## config.mk

```make
export PLATFORM = sky130hd
export DESIGN_NAME = access_code_tx
export DESIGN_NICKNAME = d
export VERILOG_FILES = /design/src/rtl/access_code_tx_pkg.sv /design/src/rtl/tx_slot_timer.sv /design/src/rtl/access_code_tx.sv
export SDC_FILE = /design/constraint.sdc
export NUM_CORES = 1
export LEC_CHECK = 0
export CAP_MARGIN = 15
export CORE_MARGIN = 2
export CORE_UTILIZATION = 58
export CTS_BUF_LIST = sky130_fd_sc_hd__clkbuf_8 sky130_fd_sc_hd__clkbuf_16
export DETAILED_ROUTE_END_ITERATION = 12
export PLACE_DENSITY = 0.86
export SLEW_MARGIN = 30
export SYNTH_ARGS = -nofsm -noshare
export SYNTH_HDL_FRONTEND = slang
export SYNTH_SLANG_ARGS = --single-unit
export TNS_END_PERCENT = 50
```

## constraint.sdc

```tcl
create_clock -name clk_6M -period 6 [get_ports clk_6M]
set_input_delay 0.9 -clock clk_6M [delete_from_list [all_inputs] [get_ports clk_6M]]
set_output_delay 0.9 -clock clk_6M [all_outputs]
set_load 0.01 [all_outputs]
```

## src/rtl/access_code_tx_pkg.sv

```systemverilog
`default_nettype none
// ============================================================================
// access_code_tx_pkg -- shared FSM state type and frame constants
// Rev 1.0
// ============================================================================
package access_code_tx_pkg;

  typedef enum logic [2:0] {
    IDLE     = 3'd0,
    ARMED    = 3'd1,
    PREAMBLE = 3'd2,
    SYNC     = 3'd3,
    TRAILER  = 3'd4
  } tx_state_e;

  localparam int PREAMBLE_LEN = 4;
  localparam int SYNC_LEN     = 64;
  localparam int TRAILER_LEN  = 4;
  localparam int SLOT_US      = 625;

  localparam int BIT_CNT_W  = 7;
  localparam int SLOT_CNT_W = 10;

endpackage
`default_nettype wire

```

## src/rtl/tx_slot_timer.sv

```systemverilog
`default_nettype none
// ============================================================================
// tx_slot_timer -- one-shot 625 us slot timer counting p_1us ticks
// Rev 1.0
// ============================================================================
module tx_slot_timer
  import access_code_tx_pkg::*;
(
  input  logic clk_6M,
  input  logic rstz,
  input  logic start,
  input  logic stop,
  input  logic p_1us,
  output logic tslot_endp
);

  localparam logic [SLOT_CNT_W-1:0] SLOT_LAST = SLOT_CNT_W'(SLOT_US - 1);

  logic [SLOT_CNT_W-1:0] count;
  logic                  running;

  // start lands on a p_1us clk, so that tick is microsecond 0 of the slot
  always_ff @(posedge clk_6M or negedge rstz) begin
    if (!rstz) begin
      count      <= '0;
      running    <= 1'b0;
      tslot_endp <= 1'b0;
    end else begin
      tslot_endp <= 1'b0;
      if (stop) begin
        count   <= '0;
        running <= 1'b0;
      end else if (start) begin
        count   <= '0;
        running <= 1'b1;
      end else if (running && p_1us) begin
        if (count == SLOT_LAST) begin
          count      <= '0;
          running    <= 1'b0;
          tslot_endp <= 1'b1;
        end else begin
          count <= count + 1'b1;
        end
      end
    end
  end

endmodule
`default_nettype wire

```

## src/rtl/access_code_tx.sv

```systemverilog
`default_nettype none
// ============================================================================
// access_code_tx -- serialises preamble, 64-bit sync word and optional trailer
// Rev 1.0
// ============================================================================
module access_code_tx
  import access_code_tx_pkg::*;
(
  input  logic                clk_6M,
  input  logic                rstz,
  input  logic                p_1us,
  input  logic                tx_start,
  input  logic                tx_abort,
  input  logic [SYNC_LEN-1:0] tx_sync,
  input  logic                tx_trailer_en,
  output logic                tx_bit,
  output logic                tx_valid,
  output logic                tx_busy,
  output logic                tx_sync_endp,
  output logic                tx_done_p,
  output logic                tx_tslot_endp
);

  localparam logic [BIT_CNT_W-1:0] PRE_LAST  = BIT_CNT_W'(PREAMBLE_LEN - 1);
  localparam logic [BIT_CNT_W-1:0] SYNC_LAST = BIT_CNT_W'(SYNC_LEN - 1);
  localparam logic [BIT_CNT_W-1:0] TRL_LAST  = BIT_CNT_W'(TRAILER_LEN - 1);

  tx_state_e            state, next_state;
  logic [BIT_CNT_W-1:0] bit_cnt, cnt_nxt;
  logic [SYNC_LEN-1:0]  sync_reg;
  logic                 trailer_reg;
  logic                 bit_nxt, valid_nxt, busy_nxt, sync_endp_nxt, done_nxt;
  logic                 capture, abort_hit, frame_end, slot_start, slot_stop;

  assign capture   = (state == IDLE) && tx_start && !tx_abort;
  assign abort_hit = (state != IDLE) && tx_abort;
  assign frame_end = p_1us &&
                     (((state == SYNC) && (bit_cnt == SYNC_LAST) && !trailer_reg) ||
                      ((state == TRAILER) && (bit_cnt == TRL_LAST)));

  always_ff @(posedge clk_6M or negedge rstz) begin
    if (!rstz) begin
      state        <= IDLE;
      bit_cnt      <= '0;
      sync_reg     <= '0;
      trailer_reg  <= 1'b0;
      tx_bit       <= 1'b0;
      tx_valid     <= 1'b0;
      tx_busy      <= 1'b0;
      tx_sync_endp <= 1'b0;
      tx_done_p    <= 1'b0;
    end else begin
      state        <= next_state;
      bit_cnt      <= cnt_nxt;
      tx_bit       <= bit_nxt;
      tx_valid     <= valid_nxt;
      tx_busy      <= busy_nxt;
      tx_sync_endp <= sync_endp_nxt;
      tx_done_p    <= done_nxt;
      if (capture) begin
        sync_reg    <= tx_sync;
        trailer_reg <= tx_trailer_en;
      end
    end
  end

  always_comb begin
    next_state = state;
    if (abort_hit) begin
      next_state = IDLE;
    end else begin
      case (state)
        IDLE:     if (capture) next_state = ARMED;
        ARMED:    if (p_1us) next_state = PREAMBLE;
        PREAMBLE: if (p_1us && (bit_cnt == PRE_LAST)) next_state = SYNC;
        SYNC:     if (p_1us && (bit_cnt == SYNC_LAST)) next_state = trailer_reg ? TRAILER : IDLE;
        TRAILER:  if (p_1us && (bit_cnt == TRL_LAST)) next_state = IDLE;
        default:  next_state = IDLE;
      endcase
    end
  end

  // Registered outputs are computed here as next values and loaded with the state
  always_comb begin
    cnt_nxt       = bit_cnt;
    bit_nxt       = tx_bit;
    valid_nxt     = tx_valid;
    busy_nxt      = tx_busy;
    sync_endp_nxt = !abort_hit && p_1us && (state == SYNC) && (bit_cnt == SYNC_LAST);
    done_nxt      = 1'b0;
    slot_start    = 1'b0;
    slot_stop     = 1'b0;

    if (next_state != state)
      cnt_nxt = '0;
    else if (p_1us && (state inside {PREAMBLE, SYNC, TRAILER}))
      cnt_nxt = bit_cnt + 1'b1;

    if (abort_hit) begin
      bit_nxt   = 1'b0;
      valid_nxt = 1'b0;
      busy_nxt  = 1'b0;
      slot_stop = 1'b1;
    end else if (frame_end) begin
      bit_nxt   = 1'b0;
      valid_nxt = 1'b0;
      busy_nxt  = 1'b0;
      done_nxt  = 1'b1;
    end else if (capture) begin
      busy_nxt = 1'b1;
    end else if (p_1us) begin
      case (state)
        ARMED: begin
          bit_nxt    = sync_reg[0];
          valid_nxt  = 1'b1;
          slot_start = 1'b1;
        end
        PREAMBLE: bit_nxt = (bit_cnt == PRE_LAST) ? sync_reg[0] : ~tx_bit;
        SYNC:     bit_nxt = (bit_cnt == SYNC_LAST) ? ~sync_reg[SYNC_LEN-1]
                                                   : sync_reg[bit_cnt[5:0] + 6'd1];
        TRAILER:  bit_nxt = ~tx_bit;
        default:  bit_nxt = tx_bit;
      endcase
    end
  end

  tx_slot_timer u_slot_timer (
    .clk_6M     (clk_6M),
    .rstz       (rstz),
    .start      (slot_start),
    .stop       (slot_stop),
    .p_1us      (p_1us),
    .tslot_endp (tx_tslot_endp)
  );

endmodule
`default_nettype wire
```

# After elaboration in Yosys (flattened, before gate mapping)
# Index checks and enable logic that the tools add are counted.
# W data, S select, Z words.
totals:
  ff_bits: 92
  input_bits: 70
  out_inout_bits: 6
  word_cells: 105
op_classes:
  add_sub_neg: 3
  order_cmp: 1
  n_eq_ne: 9
  n_mux: 47
  bitwise_logic: 2
  n_reduce_logical: 31
op_table:
  columns: ["operator", "n"]
  rows:
  - ["$mux W10", 4]
  - ["$mux W1", 31]
  - ["$mux W3", 7]
  - ["$reduce_bool A3 Y1", 7]
  - ["$pmux W3 S5", 1]
  - ["$logic_and A1 B1 Y1", 14]
  - ["$mux W7", 2]
  - ["$add A10 B1 Y10 const B", 1]
  - ["$eq A10 B10 Y1 const B", 1]
  - ["$add A7 B1 Y7 const B", 1]
  - ["$eq A7 B2 Y1 const B", 1]
  - ["$eq A7 B6 Y1 const B", 1]
  - ["$lt A6 B7 Y1 const B", 1]
  - ["$add A6 B1 Y6 const B", 1]
  - ["$bmux W1 S6", 1]
  - ["$eq A3 B2 Y1 const B", 2]
  - ["$reduce_and A3 Y1", 2]
  - ["$reduce_bool A6 Y1", 1]
  - ["$pmux W1 S4", 1]
  - ["$eq A3 B1 Y1 const B", 1]
  - ["$eq A3 B3 Y1 const B", 1]
  - ["$logic_not A1 Y1", 3]
  - ["$logic_not A3 Y1", 1]
  - ["$ne A3 B1 Y1 const B", 1]
  - ["5 further kinds", 6]

# Depth between registers and ports, before layout
# Gate-level depths: netlist (run 1).
depth:
  word_depth: 9
  mapped_depth: 9
  ltp_nobuf: 8

# Modules after synthesis
# Synthesis (run 1) repeated with hierarchy kept, for this count alone.
hier_totals:
  cells_unflattened: 375
  hier_area_um2: 4799.6
by_module_without_submodules:
  columns: ["module", "n_inst", "cells_per_inst", "area_per_inst_um2", "seq_area_each_um2"]
  rows:
  - ["access_code_tx", 1, 311, 4155.2, 2001.9]
  - ["tx_slot_timer", 1, 64, 644.4, 300.3]

# Worst setup path after synthesis (run 1)
# Ideal clock, no wire load.
synth_path:
  path_kind: "reg-to-reg"
  start: "register bit_cnt[0]"
  end: "register tx_bit"
  setup_time_ns: 0.128
  arrival_ns: 2.205
  t_required_ns: 5.872
  setup_slack_ns: 3.667
  stages_incl_launch_ff: 8
  n_path_buf: 0
  synth_period_minus_slack_ns: 2.333
  path_cell_list: "dfrtp_1 -> ha_1 -> xor2_1 -> mux4_2 -> mux2_2 -> a31o_1 -> nor4_1 -> a21oi_1"
synth_via:
  elab_chain_len: 9
  elab_cells_between_ends: 21
  cone_classes: "1 x add/sub; 3 x eq/ne; 9 x mux; 8 x reduce/logical"
synth_rtl:
  columns: ["element", "line", "source"]
  rows:
  - ["start: declaration", "access_code_tx.sv:29", "logic [BIT_CNT_W-1:0] bit_cnt, cnt_nxt;"]
  - ["start signal: assignment", "access_code_tx.sv:54", "bit_cnt <= cnt_nxt;"]
  - ["$add A6 B1 Y6", "access_code_tx.sv:120", ": sync_reg[bit_cnt[5:0] + 6'd1];"]
  - ["$bmux W1 S6", "access_code_tx.sv:120", null]
  - ["$mux W1 (not written as such)", "access_code_tx.sv:120", null]
  - ["$mux W1", "access_code_tx.sv:119", "SYNC: bit_nxt = (bit_cnt == SYNC_LAST) ? ~sync_reg[SYNC_LEN-1]"]
  - ["$pmux W1 S4", "access_code_tx.sv:112", "case (state)"]
  - ["$mux W1", "access_code_tx.sv:111", "end else if (p_1us) begin"]
  - ["$mux W1", "access_code_tx.sv:109", "end else if (capture) begin"]
  - ["$mux W1", "access_code_tx.sv:104", "end else if (frame_end) begin"]
  - ["$mux W1", "access_code_tx.sv:99", "if (abort_hit) begin"]
  - ["end signal: assignment", "access_code_tx.sv:55", "tx_bit <= bit_nxt;"]
  - ["end: declaration", "access_code_tx.sv:16", "output logic tx_bit,"]
# Several ways; a longest one is shown, not always the timed one. The select of a mux whose other input is x is not followed.
# A chain may end at the register's enable or synchronous reset.

# Final worst setup path (run 1)
layout_path:
  start: "input port p_1us"
  end: "register tx_bit"
layout_via:
  elab_chain_len: 3
  elab_cells_between_ends: 7
  cone_classes: "1 x eq/ne; 2 x mux; 4 x reduce/logical"
layout_rtl:
  columns: ["element", "line", "source"]
  rows:
  - ["start: declaration", "access_code_tx.sv:11", "input logic p_1us,"]
  - ["$logic_and A1 B1 Y1", "access_code_tx.sv:37", "assign frame_end = p_1us &&"]
  - ["$reduce_bool A6 Y1 (no line), or another cell as far along", null, null]
  - ["$reduce_and A3 Y1 (no line) / $mux W1 (equally long branches)", null, null]
# Several ways; a longest one is shown, not always the timed one.

==> results of run 1 <==
cells in the mapped netlist (all sizes together), types with 5 or more instances:
master  number  area, sq um
a21oi        9        45.04
a31oi        5        31.28
and3         6        37.54
buf         15        132.6
clkbuf       7        47.54
dfrtp       92         2302
inv          5        18.77
mux2        66        743.2
mux2i        9        90.09
mux4        16        360.4
nand2       13        51.30
nand3        9        50.05
nor2        26        100.1
nor3         5        25.02
o21ai       17        85.08
xnor2        6        52.55
xor2         6        52.55
how the worst min path moves through the flow:
stage                          startpoint                    end  cells past startpoint
finish                               rstz  u_slot_timer.count[5]                      1
global route                         rstz  u_slot_timer.count[5]                      1
CTS                                  rstz  u_slot_timer.count[5]                      1
detailed placement           sync_reg[45]           sync_reg[45]                      1
global placement    u_slot_timer.count[9]  u_slot_timer.count[9]                      1
floorplan           u_slot_timer.count[9]  u_slot_timer.count[9]                      1
power breakdown:
part           leakage [nW]  switching, mW  internal [mW]  total [mW]
sequential             1.13          0.116          0.796       0.912
clock                0.0897          0.213          0.161       0.374
combinational          1.10          0.210          0.299       0.510
kinds of logic after synthesis:
family	after synthesis	synth area share (%)
AO/OA/AOI/OAI	59	9.034
AND/OR/NAND/NOR	89	10.43
adder cells (fa/ha/maj)	3	0.7879
multiplexers	91	25.05
buffers and inverters	27	4.175
XOR/XNOR	12	2.206
flip-flops	92	48.32
metrics by stage:
| stage | power (mW) | hold slack [ns] | setup slack (ns) | utilization [%] | instance area, sq um |
|---|---|---|---|---|---|
| 6_report | 1.796 | 0.4599 | 3.048 | 70.19 | 5680 |
| 3_3_place_gp | 1.402 | 0.4672 | 2.369 | 67.92 | 5497 |
| 2_1_floorplan | 1.263 | 0.4411 | 3.667 | - | 4765 |
| 4_1_cts | 1.813 | 0.4579 | 3.068 | 70.19 | 5680 |
| 5_1_grt | 1.907 | 0.4694 | 2.879 | 70.19 | 5680 |
| 3_5_place_dp | 1.438 | 0.4755 | 2.703 | 67.98 | 5502 |
cell type report:
| cell class | instances | area [sq um] |
|---|---|---|
| Clock buffer | 10 | 137.6 |
| Clock inverter | 6 | 41.29 |
| Fill cell | 598 | 2412 |
| Inverter | 5 | 18.77 |
| Multi-Input combinational cell | 254 | 2271 |
| Sequential cell | 92 | 2302 |
| Tap cell | 105 | 131.4 |
| Timing Repair Buffer | 79 | 778.2 |
cells in the final DEF (no fill, tap or decap), types with 2 or more instances in the layout:
| master | netlist | routed |
|---|---|---|
| ha_1 | 3 | 3 |
| a21boi_1 | 2 | 2 |
| nand4_1 | 3 | 3 |
| nor4_1 | 3 | 3 |
| clkbuf_8 | 1 | 10 |
| xor2_1 | 6 | 6 |
| nor2_1 | 25 | 25 |
| a21oi_1 | 9 | 9 |
| nand3_1 | 8 | 8 |
| a31oi_1 | 5 | 5 |
| o211a_1 | 2 | 2 |
| mux2_2 | 17 | 17 |
| a2111oi_0 | 2 | 2 |
| xnor2_1 | 6 | 6 |
| nor3_1 | 5 | 5 |
| or4b_4 | 2 | 2 |
| clkdlybuf4s50_1 | 0 | 74 |
| dfrtp_1 | 92 | 92 |
| nand2_1 | 12 | 12 |
| clkinv_4 | 0 | 2 |
| a21boi_0 | 2 | 2 |
| mux2i_1 | 9 | 9 |
| buf_4 | 0 | 5 |
| nor3b_1 | 3 | 3 |
| inv_1 | 5 | 6 |
| o21ai_0 | 3 | 3 |
| and3_1 | 6 | 6 |
| or3_1 | 3 | 3 |
| mux2_1 | 49 | 49 |
| clkinvlp_4 | 0 | 2 |
| o21a_1 | 2 | 2 |
| o31ai_1 | 4 | 4 |
| mux4_2 | 16 | 16 |
| o21ai_1 | 14 | 14 |
per-layer routing:
metal,share of wire (%),vias up
met5,0,-
met4,1.6,0
met3,4.9,13
li1,-,1511
met1,45,1607
met2,49,89
==> run_results.csv, run 1 <==
group,metric,value,unit
setup_path,r2r-start,"bit_cnt[1]",
clock_network,tritoncts,"yes",
synth,async_flop_share,100.0,%
global_route,antenna_found_initial,0,
floorplanning,dieArea,8956,sq um
setup_path,end_kind,"register",
setup_path,rrSetupSlack,3.32,ns
synth,yosysSeqAreaShare,48.32,%
global_route,grt_pass1_wl,15.31,mm
route,wl,9.182,mm
layout,drive_gt1_share,15.25,%
setup_path,r2r_cells,7,
power,vdd_drop_max,0.0001660,V
clock_network,clkTransAtPathRegs,0.09,ns
global_route,overflow,0,
setup_path,required,6.24,ns
synth,avgSynthCellArea,12.77,sq um
setup_path,cp-start-kind,"input port",
synth,synth-edff-count,0,
setup_path,cpMaxStageDelayCell,"clkdlybuf4s50_1",
setup_path,critPathMaxFanout,16,
synth,ys.flop_type,"dfrtp_1",
clock_network,cts-htree-levels,3,
job,maxCapViolations,0,
floorplanning,fp.dieH,94.64,um
placed_design,port_buffers,75,
layout,areaGrowthSynthToFinish,19.22,%
setup_path,max_stage_delay,0.77,ns
synth,syn_inst,373,
sta,tightest_slew,0.7796,ns
sta,finalMaxSlewViolations,0,
layout,finalNonFillerCells,551,
min_path,hp-class,"input port to asynchronous set/reset pin",
layout,final_nets,514,
setup_path,crit_path_end,"tx_bit",
setup_path,cp_cell_sequence,"clkdlybuf4s50_1, nand2_1, or4_4, o32ai_2, nor3_1, nor4_1, a21oi_1",
clock_network,clkLatencyLatePin,0.36,ns
route,wl_per_cell,16.66,um
clock_network,cts_root_buf,"clkbuf_8",
clock_network,post_cts_resize_count,0,
route,detail-route-antenna-nets,0,
sta,finalClockSkew,0.007035,ns
route,drt-vias-per-instance,5.844,
status,status,"finished, final reports clean",
layout,largest_reg_flops,64,
power,p_leak,2.312,nW
floorplanning,dieWidth,94.64,um
sta,maxClockFrequency,0.3387,GHz
synth,synth_warnings,0,
setup_path,arrival,3.19,ns
route,drt-initial-drc-count,137,
sta,hold_viol,0,
global_route,top_usage_layer,"met2",
placed_design,dp.cells,535,
global_route,grt_max_degree,63,
global_route,grt_pass1_vias,3225,
sta,setup_viol,0,
floorplanning,num_io_pins,76,
synth,ys_seq_elements,92,
sta,rsz0062_at_grt,"no",
global_route,met1_usage,29.93,%
setup_path,rr_endpoint,"tx_bit",
setup_path,crit_buf_inv,1,
floorplanning,num_rows,33,
global_route,grtUsageMet3,5.028,%
floorplanning,core_area,8093,sq um
sta,slew_headroom,47.55,%
clock_network,cts_buffers,9,
route,post-route-drc-count,0,
clock_network,postCtsSetupBuffers,0,
layout,insertedDiodeCount,0,
clock_network,clockBufferDepth,2,
sta,fin_crit,2.952,ns
clock_network,hold_buffers,0,
clock_network,clock-sinks,92,
synth,syn_area,4765,sq um
floorplanning,initial_core_util,58.87,%
setup_path,crit_start,"p_1us",
setup_path,path_class,"input port to register",
power,power-per-cell-area,316.1,nW/um^2
setup_path,worst-path-stages,7,
setup_path,critPathTopFamily,"simple AND/OR/NAND/NOR gates",
global_route,grt_use_met2,35.70,%
global_route,grt_usage,22.15,%
placed_design,gp_congestion,0.8701,
synth,ys_types,69,
synth,synthesis.nets,446,
sta,finalCritPeriodShare,49.21,%
route,vias,3220,
route,firstDrtPassIters,4,
placed_design,dp_hpwl,6.653,mm
sta,finalSetupTns,0,ns
No activity file was read; power rests on OpenSTA's default activity.
==> run 2, diff against run 1 <==
CORE_UTILIZATION = 54   (was 58)
PLACE_DENSITY = 0.81   (was 0.86)
clock period = 2.95 ns   (was 6 ns; I/O delays follow)
==> run_results.csv, run 2 (synthesis results as in run 1) <==
group,metric,value,unit
sta,fin_crit,2.461,ns
setup_path,cp-start-kind,"register",
floorplanning,dieArea,9590,sq um
clock_network,cts-htree-levels,3,
global_route,overflow,0,
layout,layout_commonest_cell,"dfrtp_1",
route,firstDrtPassIters,4,
floorplanning,core_area,8636,sq um
route,detail-route-antenna-nets,0,
setup_path,critPathMaxFanout,7,
power,power-per-cell-area,666.3,nW/um^2
setup_path,path_class,"register to register",
global_route,antenna_found_initial,0,
route,vias,3215,
layout,final_cell_area,5787,sq um
placed_design,dp_hpwl,6.825,mm
placed_design,gp_congestion,0.9051,
setup_path,r2r_cells,7,
setup_path,arrival,2.69,ns
clock_network,postCtsSetupBuffers,0,
route,drt-initial-drc-count,171,
global_route,grt_pass1_vias,3412,
route,wl_per_cell,17.05,um
sta,maxClockFrequency,0.4064,GHz
floorplanning,fp.dieH,97.93,um
layout,drive_gt1_share,16.56,%
sta,finalClockSkew,0.01044,ns
power,vdd_drop_max,0.0003447,V
clock_network,tritoncts,"yes",
power,p_leak,2.365,nW
route,wl,9.564,mm
setup_path,rrSetupSlack,0.49,ns
sta,finalSetupTns,0,ns
sta,rsz0062_at_grt,"no",
min_path,hp-class,"input port to asynchronous set/reset pin",
clock_network,hold_buffers,0,
placed_design,port_buffers,75,
sta,setup_viol,0,
global_route,grt_usage,21.04,%
job,maxCapViolations,0,
layout,final_cell_mix,"dfrtp_1 (92), clkdlybuf4s50_1 (74), mux2_1 (49), nor2_1 (25), mux2_2 (17)",
route,drt-vias-per-instance,5.731,
setup_path,required,3.18,ns
placed_design,place_area,5565,sq um
sta,slew_headroom,60.48,%
floorplanning,num_rows,34,
clock_network,clockBufferDepth,2,
setup_path,end_kind,"register",
layout,insertedDiodeCount,0,
floorplanning,num_io_pins,76,
sta,tightest_slew,0.5916,ns
clock_network,cts_buffers,9,
clock_network,clkLatencyLatePin,0.36,ns
setup_path,crit_start,"bit_cnt[1]",
global_route,grt_pass1_wl,16.26,mm
sta,finalCritPeriodShare,83.42,%
global_route,grt_max_degree,93,
clock_network,cts_root_buf,"clkbuf_8",
route,post-route-drc-count,0,
setup_path,rr_endpoint,"bit_cnt[3]",
power,finalPower,3.856,mW
setup_path,r2r-start,"bit_cnt[1]",
status,status,"finished, final reports clean",
sta,finalMaxSlewViolations,0,
clock_network,clkTransAtPathRegs,0.09,ns
sta,hold_viol,0,
layout,largest_reg_flops,64,
floorplanning,initial_core_util,55.17,%
clock_network,clock-sinks,92,
layout,areaGrowthSynthToFinish,21.45,%
floorplanning,dieWidth,97.93,um
layout,final_nets,521,
clock_network,post_cts_resize_count,0,
run 2: changes by cell type in the layout (fill, tap and decap cells not counted):
cell	before	now
clkinv_2	1	0
nand2b_2	1	2
clkinvlp_4	2	1
clkbuf_8	10	9
nand2b_4	1	0
inv_6	0	2
buf_4	5	11
clkinv_4	2	1
bufinv_16	0	2
buf_12	0	1
run 2: worst max path at each step:
stage            endpoint  slack (ns)  depth (start not counted)
2_1_floorplan      tx_bit        0.62                          7
5_1_grt        bit_cnt[0]        0.36                          7
3_3_place_gp       tx_bit        0.50                          7
3_5_place_dp       tx_bit        0.44                          7
6_report       bit_cnt[3]        0.49                          7
4_1_cts        bit_cnt[3]        0.48                          7
run 2: critical path, cell delays in order, from the launching register on:
cell      delay, ns
dfrtp_1        0.38
ha_1           0.24
or4b_4         0.49
or4b_4         0.53
nand2b_2       0.11
a32oi_4        0.13
a211oi_4       0.36
nor2_1         0.09
run 2: metrics by stage:
stage	hold slack (ns)	std cells	util, %	setup WS, ns
4_1_cts	0.1292	561	67.01	0.4771
5_1_grt	0.1471	561	67.01	0.3623
2_1_floorplan	0.1469	373	-	0.6169
6_report	0.08857	561	67.01	0.4891
3_5_place_dp	0.4803	545	64.45	0.4437
3_3_place_gp	0.4687	545	64.45	0.5041
run 2: area by class of cell:
| type | instances | area, sq um |
|---|---|---|
| flip-flops and latches | 92 | 2302 |
| clock buffers | 9 | 123.9 |
| fillers | 641 | 2849 |
| well taps | 108 | 135.1 |
| inverters | 5 | 18.77 |
| multi-input cells | 254 | 2266 |
| clock inverters | 7 | 97.59 |
| repair buffers | 86 | 843.3 |
run 2: power breakdown:
group | total, mW | switching, mW | internal, mW
logic | 1.05 | 0.425 | 0.620
registers | 1.86 | 0.246 | 1.62
clock network | 0.947 | 0.465 | 0.482
total | 3.86 | 1.14 | 2.72
run 2: layer usage:
metal / up-vias / global-route usage (%) / part of all wire, %
met3: 12 / 5.011 / 5.1
met2: 72 / 34.25 / 49
li1: 1536 / - / -
met4: 0 / 6.197 / 1.1
met5: - / 0 / 0
met1: 1595 / 28.39 / 45
==> run 3, diff against run 2 <==
clock period = 2.4 ns   (was 2.95 ns; I/O delays follow)
==> run_results.csv, run 3 (synthesis results as in run 1) <==
group,metric,value,unit
placed_design,dp_hpwl,7.149,mm
placed_design,gp_congestion,0.8300,
sta,finalClockSkew,0.01405,ns
route,wl_per_cell,17.32,um
route,wl,9.995,mm
global_route,overflow,0,
setup_path,arrival,2.64,ns
power,internal_power,3.395,mW
floorplanning,initial_core_util,55.17,%
placed_design,port_buffers,75,
setup_path,crit_buf_inv,1,
setup_path,end_kind,"register",
clock_network,clockBufferDepth,2,
global_route,grt_usage,21.79,%
setup_path,required,2.65,ns
layout,layout_commonest_cell,"dfrtp_1",
setup_path,cp-start-kind,"register",
power,p_seq_share,47.3,%
setup_path,cpMaxStageDelayCell,"or4b_4",
route,detail-route-antenna-nets,0,
layout,utilization,69.36,%
layout,final_cell_area,5989,sq um
layout,insertedDiodeCount,0,
power,clkPwrFrac,24.1,%
sta,slew_headroom,57.36,%
floorplanning,dieWidth,97.93,um
global_route,grt_max_degree,67,
clock_network,clkTransAtPathRegs,0.10,ns
sta,holdWs,-0.002924,ns
clock_network,cts_buffers,9,
setup_path,max_stage_delay,0.55,ns
sta,finalSetupTns,0,ns
clock_network,clkLatencyLatePin,0.35,ns
layout,final_cell_mix,"dfrtp_1 (92), clkdlybuf4s50_1 (74), mux2_1 (49), buf_4 (25), nor2_1 (23)",
placed_design,dp.cells,558,
sta,finalCritPeriodShare,99.56,%
floorplanning,num_rows,34,
sta,finalMaxSlewViolations,0,
clock_network,cts-htree-levels,3,
clock_network,tritoncts,"yes",
layout,largest_reg_flops,64,
clock_network,cts_root_buf,"clkbuf_8",
power,vdd_drop_max,0.0004282,V
setup_path,cpMostUsedCell,"or4b_4",
floorplanning,num_io_pins,76,
floorplanning,fp.dieH,97.93,um
sta,hold_viol,3,
setup_path,critPathMaxFanout,7,
clock_network,hold_buffers,0,
layout,areaGrowthSynthToFinish,25.71,%
route,vias,3369,
global_route,grt_pass1_vias,3472,
power,finalPower,4.834,mW
clock_network,clock-sinks,92,
power,power-per-cell-area,807.1,nW/um^2
route,drt-vias-per-instance,5.839,
status,violations,"hold timing",
sta,tightest_slew,0.6307,ns
power,p_sw_share,29.77,%
power,comb_power_share,28.5,%
min_path,hp-class,"input port to asynchronous set/reset pin",
setup_path,path_class,"register to register",
placed_design,place_area,5675,sq um
status,status,"finished with violations",
sta,maxClockFrequency,0.4185,GHz
global_route,antenna_found_initial,0,
route,firstDrtPassIters,4,
setup_path,critPathTopFamily,"simple AND/OR/NAND/NOR gates",
route,post-route-drc-count,0,
floorplanning,dieArea,9590,sq um
layout,final_nets,537,
sta,rsz0062_at_grt,"yes",
sta,fin_crit,2.389,ns
setup_path,cp_cell_sequence,"ha_4, or4b_4, or4b_4, nand2b_4, a32oi_4, a211oi_4, buf_6, nor2_1",
route,drt-initial-drc-count,265,
sta,setup_ws,0.01058,ns
job,maxCapViolations,0,
floorplanning,core_area,8636,sq um
power,switchingPower,1.439,mW
layout,fillers,604,
layout,drive_gt1_share,20.68,%
sta,setup_viol,0,
power,p_leak,2.458,nW
global_route,grt_pass1_wl,16.93,mm
layout,finalNonFillerCells,577,
placed_design,dp_slack,-0.01511,ns
## run 3: power by group through the flow
| stage | combinational (mW) | sequential (mW) | clock [mW] |
|---|---|---|---|
| 2_1_floorplan | 0.952 | 2.20 | 0 |
| 3_3_place_gp | 1.30 | 2.29 | 0 |
| 3_5_place_dp | 1.35 | 2.31 | 0 |
| 4_1_cts | 1.38 | 2.29 | 1.18 |
| 5_1_grt | 1.52 | 2.34 | 1.26 |
| 6_report | 1.38 | 2.29 | 1.17 |
## run 3: worst register-to-register path: stages, from the launching register on
cell	delay (ns)
dfrtp_1	0.42
ha_4	0.19
or4b_4	0.47
or4b_4	0.55
nand2b_4	0.11
a32oi_4	0.11
a211oi_4	0.22
buf_6	0.16
nor2_1	0.05
## run 3: path summary, 6_finish.rpt
path                                        from                    end  slack [ns]  cells past startpoint
max in group asynchronous                   rstz  u_slot_timer.count[0]        1.73                      2
max                                   bit_cnt[1]             bit_cnt[2]        0.01                      8
min in group clk_6M        u_slot_timer.count[9]  u_slot_timer.count[9]        0.49                      1
min                                         rstz           sync_reg[38]      -0.003                      1
min reg2reg                u_slot_timer.count[9]  u_slot_timer.count[9]        0.49                      1
max reg2reg                           bit_cnt[1]             bit_cnt[2]        0.01                      8
## run 3: routing by layer
| layer | track usage [%] | vias up | wire (um) |
|---|---|---|---|
| met5 | 0 | - | 0 |
| met4 | 4.808 | 0 | 65 |
| met3 | 4.152 | 7 | 444 |
| met2 | 35.77 | 100 | 4933 |
| met1 | 30.55 | 1700 | 4552 |
| li1 | - | 1562 | - |
## run 3: timing repair
item                       CTS  global route
resized for setup            7             5
buffers inserted             2             1
pin swaps                   11             3
setup endpoints to repair    8             8
## run 3: area by class of cell
cell class	count	area, sq um	area share, %
inverters	5	18.77	0.3133
clock buffers	9	123.9	2.068
well taps	108	135.1	2.256
repair buffers	102	979.7	16.36
clock inverters	7	98.84	1.650
multi-input cells	254	2331	38.92
flip-flops and latches	92	2302	38.44
==> patch (config.mk and constraints of run 2) <==
The package constant `SYNC_LEN` goes from 64 to 128.
--- a/src/rtl/access_code_tx_pkg.sv
+++ b/src/rtl/access_code_tx_pkg.sv
@@ -15,5 +15,5 @@
 
   localparam int PREAMBLE_LEN = 4;
-  localparam int SYNC_LEN     = 64;
+  localparam int SYNC_LEN     = 128;
   localparam int TRAILER_LEN  = 4;
   localparam int SLOT_US      = 625;
Ports: changed (resized tx_sync); port bits go from 76 to 140. The function was not compared with the original's and may differ.
==> patch against run 2 <==
Sequential cell count increased by 1. Non-clock buffer count unchanged. Setup slack got worse by 64 ps. Wire length grew 0.72%. Design area down 0.52%. Total power down 16%. Fmax decreased by 2.5%. Area after synthesis down 2.0%.
==> patch: results (changes against run 2) <==
- Status: finished, final reports clean (unchanged)
- Sw Pwr: 831 µW (was 1.14 mW)
- HPWL Detailed: 6710 µm (was 6820 µm)
- XOR/XNOR Fraction of Synth Area: 2.65% (was 2.21%)
- Placement Setup Slack: 431 ps (was 444 ps)
- Worst slew pin tran: 836 ps (was 592 ps)
- Share of layout cells above drive strength 1: 26.0% (was 16.6%)
- Met2 wire length: 4860 µm (was 4670 µm)
- Adder-cell share of the synthesized area: 0.804% (was 0.788%)
- Synth Area in Compound Gates: 7.96% (was 9.03%)
- Fillers: 585 (was 641)
- Global-route wire length before repair: 16,500 µm (was 16,300 µm)
- Clock Skews: 7.29 ps (was 10.4 ps)
- 1st-iter DRT viols: 159 (was 171)
- Seq/Total Area, Yosys: 49.9% (was 48.3%)
- Largest net degree at the start of global routing: 94 (was 93)
- P_leak: 2.33 nW (was 2.37 nW)
- Worst-case vdd ir drop: 0.333 mV (was 0.345 mV)
- Total track usage: 21.5% (was 21.0%)
- Crit path DAT: 2810 ps (was 2690 ps)
- List of most frequent post-synthesis cells: dfrtp_1 (93), mux2_2 (73), nor2_1 (30), o21ai_0 (20), nand2_1 (19) (was dfrtp_1 (92), mux2_1 (49), nor2_1 (25), mux2_2 (17), mux4_2 (16))
- Synth cell types: 46 (was 69)
- Mux cell area share after synthesis: 26.4% (was 25.1%)
- M1 WL: 4110 µm (was 4300 µm)
- IO Port Bufs: 76 (was 75)
- Top post-synthesis cells by area: dfrtp_1 (50%), mux2_2 (18%), mux4_2 (7.7%) (was dfrtp_1 (48%), mux2_1 (12%), mux4_2 (7.6%))
[patch: path summary, 6_finish.rpt]
path / slack (ps) / start / to
max reg2reg: 430 / bit_cnt[0] / tx_bit
min in group clk_6M: 490 / u_slot_timer.count[9] / u_slot_timer.count[9]
max: 430 / bit_cnt[0] / tx_bit
min: 130 / rstz / trailer_reg
min reg2reg: 490 / u_slot_timer.count[9] / u_slot_timer.count[9]
max in group asynchronous: 2470 / rstz / sync_reg[17]
[patch: cell families after synthesis]
kind of cell	Yosys count
AOI/OAI and AO/OA	59
xor gates and xnor gates	12
adders and majority gates	3
buffers and inverters	27
DFF	93
muxes	94
and+or+nand+nor	92
[patch: layout make-up]
cell class,count,area [µm²],area share [%]
Inverter,5,18.8,0.326
Tap cell,105,131,2.28
Sequential cell,93,2330,40.4
Clock inverter,4,73.8,1.28
Timing Repair Buffer,86,846,14.7
Multi-Input combinational cell,260,2220,38.6
Clock buffer,10,138,2.39
[patch: metal layers]
layer | GRT usage [%] | up-vias
met5 | 0 | -
met4 | 8.34 | 0
met3 | 4.77 | 13
met2 | 35.8 | 98
met1 | 27.5 | 1637
li1 | - | 1530
[patch: per-stage QoR]
step	cell area, µm²	instances
3_5_place_dp	5550	549
6_report	5760	563
3_3_place_gp	5550	549
4_1_cts	5760	563
5_1_grt	5760	563
2_1_floorplan	4670	380
[patch: worst max-delay path, cell delays in order (launching register included)]
cell	delay (ps)
dfrtp_1	560
ha_1	390
xor2_4	400
mux2i_1	160
mux2_2	290
a2111oi_2	370
o31ai_1	120
a21oi_1	150
[patch: power groups by stage]
stage               Sequential, mW  Combinational, mW  Clock (mW)
global route                  1.66              0.753       0.981
global placement              1.64              0.666           0
CTS                           1.63              0.698       0.943
finish                        1.63              0.688       0.926
detailed placement            1.66              0.692           0
floorplan                     1.61              0.456           0
